<file path="config.mk">
export PLATFORM = sky130hd
export DESIGN_NAME = mac_weight_loader
export DESIGN_NICKNAME = d
export VERILOG_FILES = /design/src/rtl/mac_pkg.sv /design/src/rtl/weight_beat_reg.sv /design/src/rtl/mac_weight_loader.sv
export SDC_FILE = /design/constraint.sdc
export NUM_CORES = 1
export LEC_CHECK = 0
export ABC_AREA = 1
export BUFFER_PORTS_ARGS = -buffer_cell sky130_fd_sc_hd__buf_2
export CAP_MARGIN = 10
export CELL_PAD_IN_SITES_DETAIL_PLACEMENT = 1
export CELL_PAD_IN_SITES_GLOBAL_PLACEMENT = 1
export CORE_MARGIN = 1
export CORE_UTILIZATION = 33
export CTS_CLUSTER_SIZE = 25
export DETAILED_ROUTE_END_ITERATION = 6
export HOLD_SLACK_MARGIN = 0.15
export PLACE_DENSITY = 0.87
export SYNTH_ARGS = -nofsm -noshare
export SYNTH_HDL_FRONTEND = slang
export SYNTH_SLANG_ARGS = --single-unit
</file>
<file path="constraint.sdc">
create_clock -name clk -period 3.9 [get_ports clk]
set_clock_uncertainty 0.2 [all_clocks]
set_input_delay 0.585 -clock clk [delete_from_list [all_inputs] [get_ports clk]]
set_output_delay 0.585 -clock clk [all_outputs]
set_load 0.02 [all_outputs]
</file>
<file path="src/rtl/mac_pkg.sv">
// Shared types and constants for the MAC weight loader: FSM states, beat geometry
// and the byte positions of each lane/sub-port inside a 64-bit weight beat.
package mac_pkg;

   typedef enum logic [1:0] {
      ST_IDLE = 2'd0,
      ST_LOAD = 2'd1,
      ST_SET  = 2'd2,
      ST_DONE = 2'd3
   } loader_state_t;

   localparam int WEIGHT_BYTE_W = 8;
   localparam int MAC_LANES     = 4;
   localparam int WEIGHT_BEAT_W = 64;

   // Byte slot of each lane/sub-port within s_weight_data
   localparam int BYTE_A_0 = 0;
   localparam int BYTE_B_0 = 1;
   localparam int BYTE_C_0 = 2;
   localparam int BYTE_D_0 = 3;
   localparam int BYTE_A_1 = 4;
   localparam int BYTE_B_1 = 5;
   localparam int BYTE_C_1 = 6;
   localparam int BYTE_D_1 = 7;

   function automatic logic [WEIGHT_BYTE_W-1:0] beat_byte(
      input logic [WEIGHT_BEAT_W-1:0] beat,
      input int                       idx
   );
      return beat[idx*WEIGHT_BYTE_W +: WEIGHT_BYTE_W];
   endfunction

endpackage

</file>
<file path="src/rtl/weight_beat_reg.sv">
// Captures an accepted weight beat, 1-cycle latency; prepare_weight marks the cycle
// a fresh beat is presented, otherwise the bytes hold. No backpressure of its own.
module weight_beat_reg
   import mac_pkg::*;
(
   input  logic                     clk,
   input  logic                     rst,
   input  logic                     load_en,
   input  logic [WEIGHT_BEAT_W-1:0] beat_dat,
   output logic                     prepare_weight,
   output logic [WEIGHT_BYTE_W-1:0] o_load_weight_data_a_0,
   output logic [WEIGHT_BYTE_W-1:0] o_load_weight_data_b_0,
   output logic [WEIGHT_BYTE_W-1:0] o_load_weight_data_c_0,
   output logic [WEIGHT_BYTE_W-1:0] o_load_weight_data_d_0,
   output logic [WEIGHT_BYTE_W-1:0] o_load_weight_data_a_1,
   output logic [WEIGHT_BYTE_W-1:0] o_load_weight_data_b_1,
   output logic [WEIGHT_BYTE_W-1:0] o_load_weight_data_c_1,
   output logic [WEIGHT_BYTE_W-1:0] o_load_weight_data_d_1
);

   logic [WEIGHT_BEAT_W-1:0] beat_q;

   always_ff @(posedge clk) begin
      if (rst) begin
         beat_q         <= '0;
         prepare_weight <= 1'b0;
      end else begin
         prepare_weight <= load_en;
         if (load_en) begin
            beat_q <= beat_dat;
         end
      end
   end

   assign o_load_weight_data_a_0 = beat_byte(beat_q, BYTE_A_0);
   assign o_load_weight_data_b_0 = beat_byte(beat_q, BYTE_B_0);
   assign o_load_weight_data_c_0 = beat_byte(beat_q, BYTE_C_0);
   assign o_load_weight_data_d_0 = beat_byte(beat_q, BYTE_D_0);
   assign o_load_weight_data_a_1 = beat_byte(beat_q, BYTE_A_1);
   assign o_load_weight_data_b_1 = beat_byte(beat_q, BYTE_B_1);
   assign o_load_weight_data_c_1 = beat_byte(beat_q, BYTE_C_1);
   assign o_load_weight_data_d_1 = beat_byte(beat_q, BYTE_D_1);

endmodule

</file>
<file path="src/rtl/mac_weight_loader.sv">
// Streams NUM_ROWS weight beats into the MAC tile chain then pulses set_weight and done;
// data latency 1 cycle, ready is a pure state decode so a valid gap simply stalls the load.
module mac_weight_loader
   import mac_pkg::*;
#(
   parameter int NUM_ROWS  = 16,
   parameter int CNT_WIDTH = $clog2(NUM_ROWS + 1)
) (
   input  logic                     clk,
   input  logic                     rst,
   input  logic                     start,
   output logic                     busy,
   output logic                     done,
   input  logic                     s_weight_valid,
   output logic                     s_weight_ready,
   input  logic [WEIGHT_BEAT_W-1:0] s_weight_data,
   output logic                     prepare_weight,
   output logic                     set_weight,
   output logic [WEIGHT_BYTE_W-1:0] o_load_weight_data_a_0,
   output logic [WEIGHT_BYTE_W-1:0] o_load_weight_data_b_0,
   output logic [WEIGHT_BYTE_W-1:0] o_load_weight_data_c_0,
   output logic [WEIGHT_BYTE_W-1:0] o_load_weight_data_d_0,
   output logic [WEIGHT_BYTE_W-1:0] o_load_weight_data_a_1,
   output logic [WEIGHT_BYTE_W-1:0] o_load_weight_data_b_1,
   output logic [WEIGHT_BYTE_W-1:0] o_load_weight_data_c_1,
   output logic [WEIGHT_BYTE_W-1:0] o_load_weight_data_d_1
);

   localparam logic [CNT_WIDTH-1:0] LAST_CNT = CNT_WIDTH'(NUM_ROWS - 1);

   loader_state_t          state, state_nxt;
   logic [CNT_WIDTH-1:0]   cnt, cnt_nxt;
   logic                   accept;

   always_ff @(posedge clk) begin
      if (rst) begin
         state <= ST_IDLE;
         cnt   <= '0;
      end else begin
         state <= state_nxt;
         cnt   <= cnt_nxt;
      end
   end

   always_comb begin
      state_nxt      = state;
      cnt_nxt        = cnt;
      s_weight_ready = 1'b0;
      set_weight     = 1'b0;
      done           = 1'b0;
      case (state)
         ST_IDLE: begin
            if (start) begin
               state_nxt = ST_LOAD;
               cnt_nxt   = '0;
            end
         end
         ST_LOAD: begin
            s_weight_ready = 1'b1;
            if (s_weight_valid) begin
               cnt_nxt = cnt + CNT_WIDTH'(1);
               if (cnt == LAST_CNT) begin
                  state_nxt = ST_SET;
               end
            end
         end
         ST_SET: begin
            // Coincides with the final beat's prepare_weight; the tiles order shift before latch
            set_weight = 1'b1;
            state_nxt  = ST_DONE;
         end
         ST_DONE: begin
            done      = 1'b1;
            state_nxt = ST_IDLE;
         end
         default: state_nxt = ST_IDLE;
      endcase
   end

   assign busy   = (state != ST_IDLE);
   assign accept = s_weight_valid && s_weight_ready;

   weight_beat_reg u_beat_reg (
      .clk                    (clk),
      .rst                    (rst),
      .load_en                (accept),
      .beat_dat               (s_weight_data),
      .prepare_weight         (prepare_weight),
      .o_load_weight_data_a_0 (o_load_weight_data_a_0),
      .o_load_weight_data_b_0 (o_load_weight_data_b_0),
      .o_load_weight_data_c_0 (o_load_weight_data_c_0),
      .o_load_weight_data_d_0 (o_load_weight_data_d_0),
      .o_load_weight_data_a_1 (o_load_weight_data_a_1),
      .o_load_weight_data_b_1 (o_load_weight_data_b_1),
      .o_load_weight_data_c_1 (o_load_weight_data_c_1),
      .o_load_weight_data_d_1 (o_load_weight_data_d_1)
   );

endmodule

</file>
==> impl_metrics.csv <==
group,metric,value,unit
critical_path,crit_path_frequent_cell,"nor2_1",
floorplanning,die-area,0.008575,sq mm
power_and_ir_drop,intPower,1.481,mW
route,firstDrtPassIters,4,
power_and_ir_drop,p_switching,934.9,uW
route,drc_errors,0,
cells_and_area,regArea,0.001441,sq mm
critical_path,arrival,2.19,ns
global_route,grt-ovfl-total,0,
placed_design,place_area,0.003397,sq mm
critical_path,worstSetupStartpointType,"flop",
route,wirelength,7469,microns
critical_path,critPathMaxFanout,64,
timing,fin_crit_sh,54.62,%
synthesis,ys_top_cells_by_area,"dfxtp_1 (53%), nor2_1 (20%), o21ai_0 (12%), ha_1 (3.2%), nand2_1 (2.5%)",
placed_design,dp_hpwl,5262,microns
power_and_ir_drop,total_power,2.416,mW
min_path,holdPathStages,2,
critical_path,crit_type,"reg -> reg",
placed_design,gp_congestion,0.7836,
synthesis,synth_top_cells_by_count,"nor2_1 (141), dfxtp_1 (72), o21ai_0 (63)",
critical_path,end_kind,"flop",
floorplanning,core-area,0.007848,sq mm
floorplanning,die_h,92.60,microns
critical_path,path_cells,"inv_1 > ha_1 > nand2_2 > inv_2 > nor2_1 > nor2_1",
synthesis,synth_seq_cells,72,
power_and_ir_drop,seq_power_share,39.9,%
timing,period_minus_slack,2.130,ns
critical_path,ff2ff_path_depth,6,
min_path,hp-class,"reg -> reg",
timing,setup_slack,1.770,ns
cts,cts.repair.resized,0,
synthesis,synth_top_area_share,53.21,%
status,status,"completed",
synthesis,synth_area_leader_cell,"dfxtp_1",
timing,tightest_slew,1.102,ns
global_route,grt_max_degree,69,
critical_path,slowest_stage,"inv_2",
cells_and_area,antenna_cells,0,
timing,setup_viol,0,
cells_and_area,nets,551,
placed_design,post-place-ws,1.743,ns
cells_and_area,utilization,45.57,%
route,via_per_inst,4.627,
cts,cts_buffers,9,
power_and_ir_drop,leakage,1.741,nW
timing,relSlewSlack,26.43,%
run,cap_violations,0,
floorplanning,die_width,92.60,microns
cts,cts_root_buffer,"clkbuf_8",
synthesis,synth_area,0.002709,sq mm
synthesis,synth_cells,348,
global_route,grt_usage,17.81,%
synthesis,synthFlopType,"dfxtp_1",
cells_and_area,synthToLayoutAreaGrowth,32.01,%
cts,cts.htree.levels,3,
power_and_ir_drop,power_density,675.6,mW/mm^2
route,post_drt_wl_per_cell,12.83,microns
power_and_ir_drop,power_frac_clock,23.0,%
critical_path,required,3.96,ns
route,ant_nets,0,
synthesis,yosys_warnings,0,
timing,rsz0062_at_grt,"false",
cts,cts_tree,"built",
synthesis,synth_edf_count,0,
power_and_ir_drop,power_frac_comb,37.1,%
power_and_ir_drop,switching_share,38.69,%
synthesis,syn-num-nets,423,
cts,hold_buffers,0,
synthesis,yosysMostFrequentCell,"nor2_1",
cts,clock_sinks,72,
cts,post_cts_buffers,0,
route,drt_iter0_drc,70,
timing,setup_tns,0,ns
synthesis,syn_area_per_cell,7.784,sq um
route,vias,2693,
cts,worst_skew_pair.late_latency,0.32,ns
cts,clk_pin_slew,0.08,ns
synthesis,yosys.cell_types.count,20,
timing,hold_viol,0,
critical_path,cpPeakStageDelay,0.80,ns
global_route,grt_pass1_vias,2590,
global_route,grt_pass1_wl,12050,microns
cells_and_area,finalInstanceArea,0.003576,sq mm
global_route,antenna_found_initial,0,
cells_and_area,multiInputGateArea,0.001091,sq mm
floorplanning,io_pins,137,
timing,fmax,0.4694,GHz
power_and_ir_drop,irDropWorstVdd,452.6,uV
cells_and_area,fillers,1061,
synthesis,synth_seq_area_share,53.21,%
cells_and_area,drive_above_1_share,32.08,%
cts,clockBufferDepth,2,
floorplanning,start_util,34.52,%
floorplanning,num_rows,32,
timing,slew_viol_final,0,
placed_design,port_buffers,136,
synthesis,async_reset_ff_share,0,%
## metal layers
layer / track usage [%] / routed length, microns
met1: 20.82 / 3256
met4: 6.380 / 66
met5: 0 / 0
met2: 31.54 / 3759
met3: 4.187 / 387
## worst paths after layout
path | startpoint | to | slack, ns
setup / recovery | state[1]$_SDFFE_PP0P_ | u_beat_reg.beat_q[21]$_SDFFE_PP0P_ | 1.77
hold / removal | cnt[4]$_SDFFE_PP0P_ | cnt[4]$_SDFFE_PP0P_ | 0.28
setup reg to reg | state[1]$_SDFFE_PP0P_ | u_beat_reg.beat_q[21]$_SDFFE_PP0P_ | 1.77
hold reg to reg | cnt[4]$_SDFFE_PP0P_ | cnt[4]$_SDFFE_PP0P_ | 0.28
## sequential cells by signal (all words and copies together) (netlist names)
signal / count
cnt: 5
state: 2
u_beat_reg.prepare_weight: 1
u_beat_reg.beat_q: 64
## area by class of cell
type | instances | share of cell area [%]
Sequential cell | 72 | 40.31
Timing Repair Buffer | 137 | 19.24
Inverter | 13 | 1.365
Tap cell | 102 | 3.569
Clock buffer | 12 | 3.779
Multi-Input combinational cell | 243 | 30.51
Clock inverter | 3 | 1.225
## cell families after synthesis
kind of cell | count (synthesis) | synth area share [%]
AOI/OAI and AO/OA | 72 | 13.81
DFF | 72 | 53.21
adders and majority gates | 7 | 3.233
buffers and inverters | 33 | 6.512
and+or+nand+nor | 164 | 23.23
## critical path: cells and delay by family (launching register included)
family / cells / cell delay (ns)
fa+ha+maj: 1 / 0.26
simple gates: 3 / 0.34
buf+inv: 2 / 0.92
flops: 1 / 0.33
## through the flow
stage | cells | hold WS [ns]
2_1_floorplan | 348 | 0.2337
5_1_grt | 582 | 0.2698
4_1_cts | 582 | 0.2653
6_report | 582 | 0.2756
3_5_place_dp | 567 | 0.2665
3_3_place_gp | 567 | 0.2576
## cells in the final DEF (no fill, tap or decap)
master,netlist,final
o211ai_1,1,1
nor3b_1,1,1
o21ai_0,63,63
inv_1,11,11
bufinv_16,0,1
buf_2,1,136
o21ai_1,2,2
nand4_1,2,2
clkinv_2,0,1
clkinv_4,0,1
nand2_1,18,18
dfxtp_1,72,72
clkbuf_1,6,3
inv_2,2,2
clkbuf_8,0,9
ha_1,7,7
nand2_2,1,1
or2_2,1,1
a21oi_1,5,5
nor2_1,141,141
buf_4,4,1
a21oi_4,1,1
## power groups by stage
stage               registers, mW  logic (mW)  clock network, mW
floorplan                    1.15       0.465                  0
global placement            0.975       0.876                  0
detailed placement          0.983       0.910                  0
CTS                         0.967       0.912              0.580
global route                0.984       0.999              0.610
finish                      0.965       0.896              0.555
Note: power is estimated with default switching activity, not from simulation.
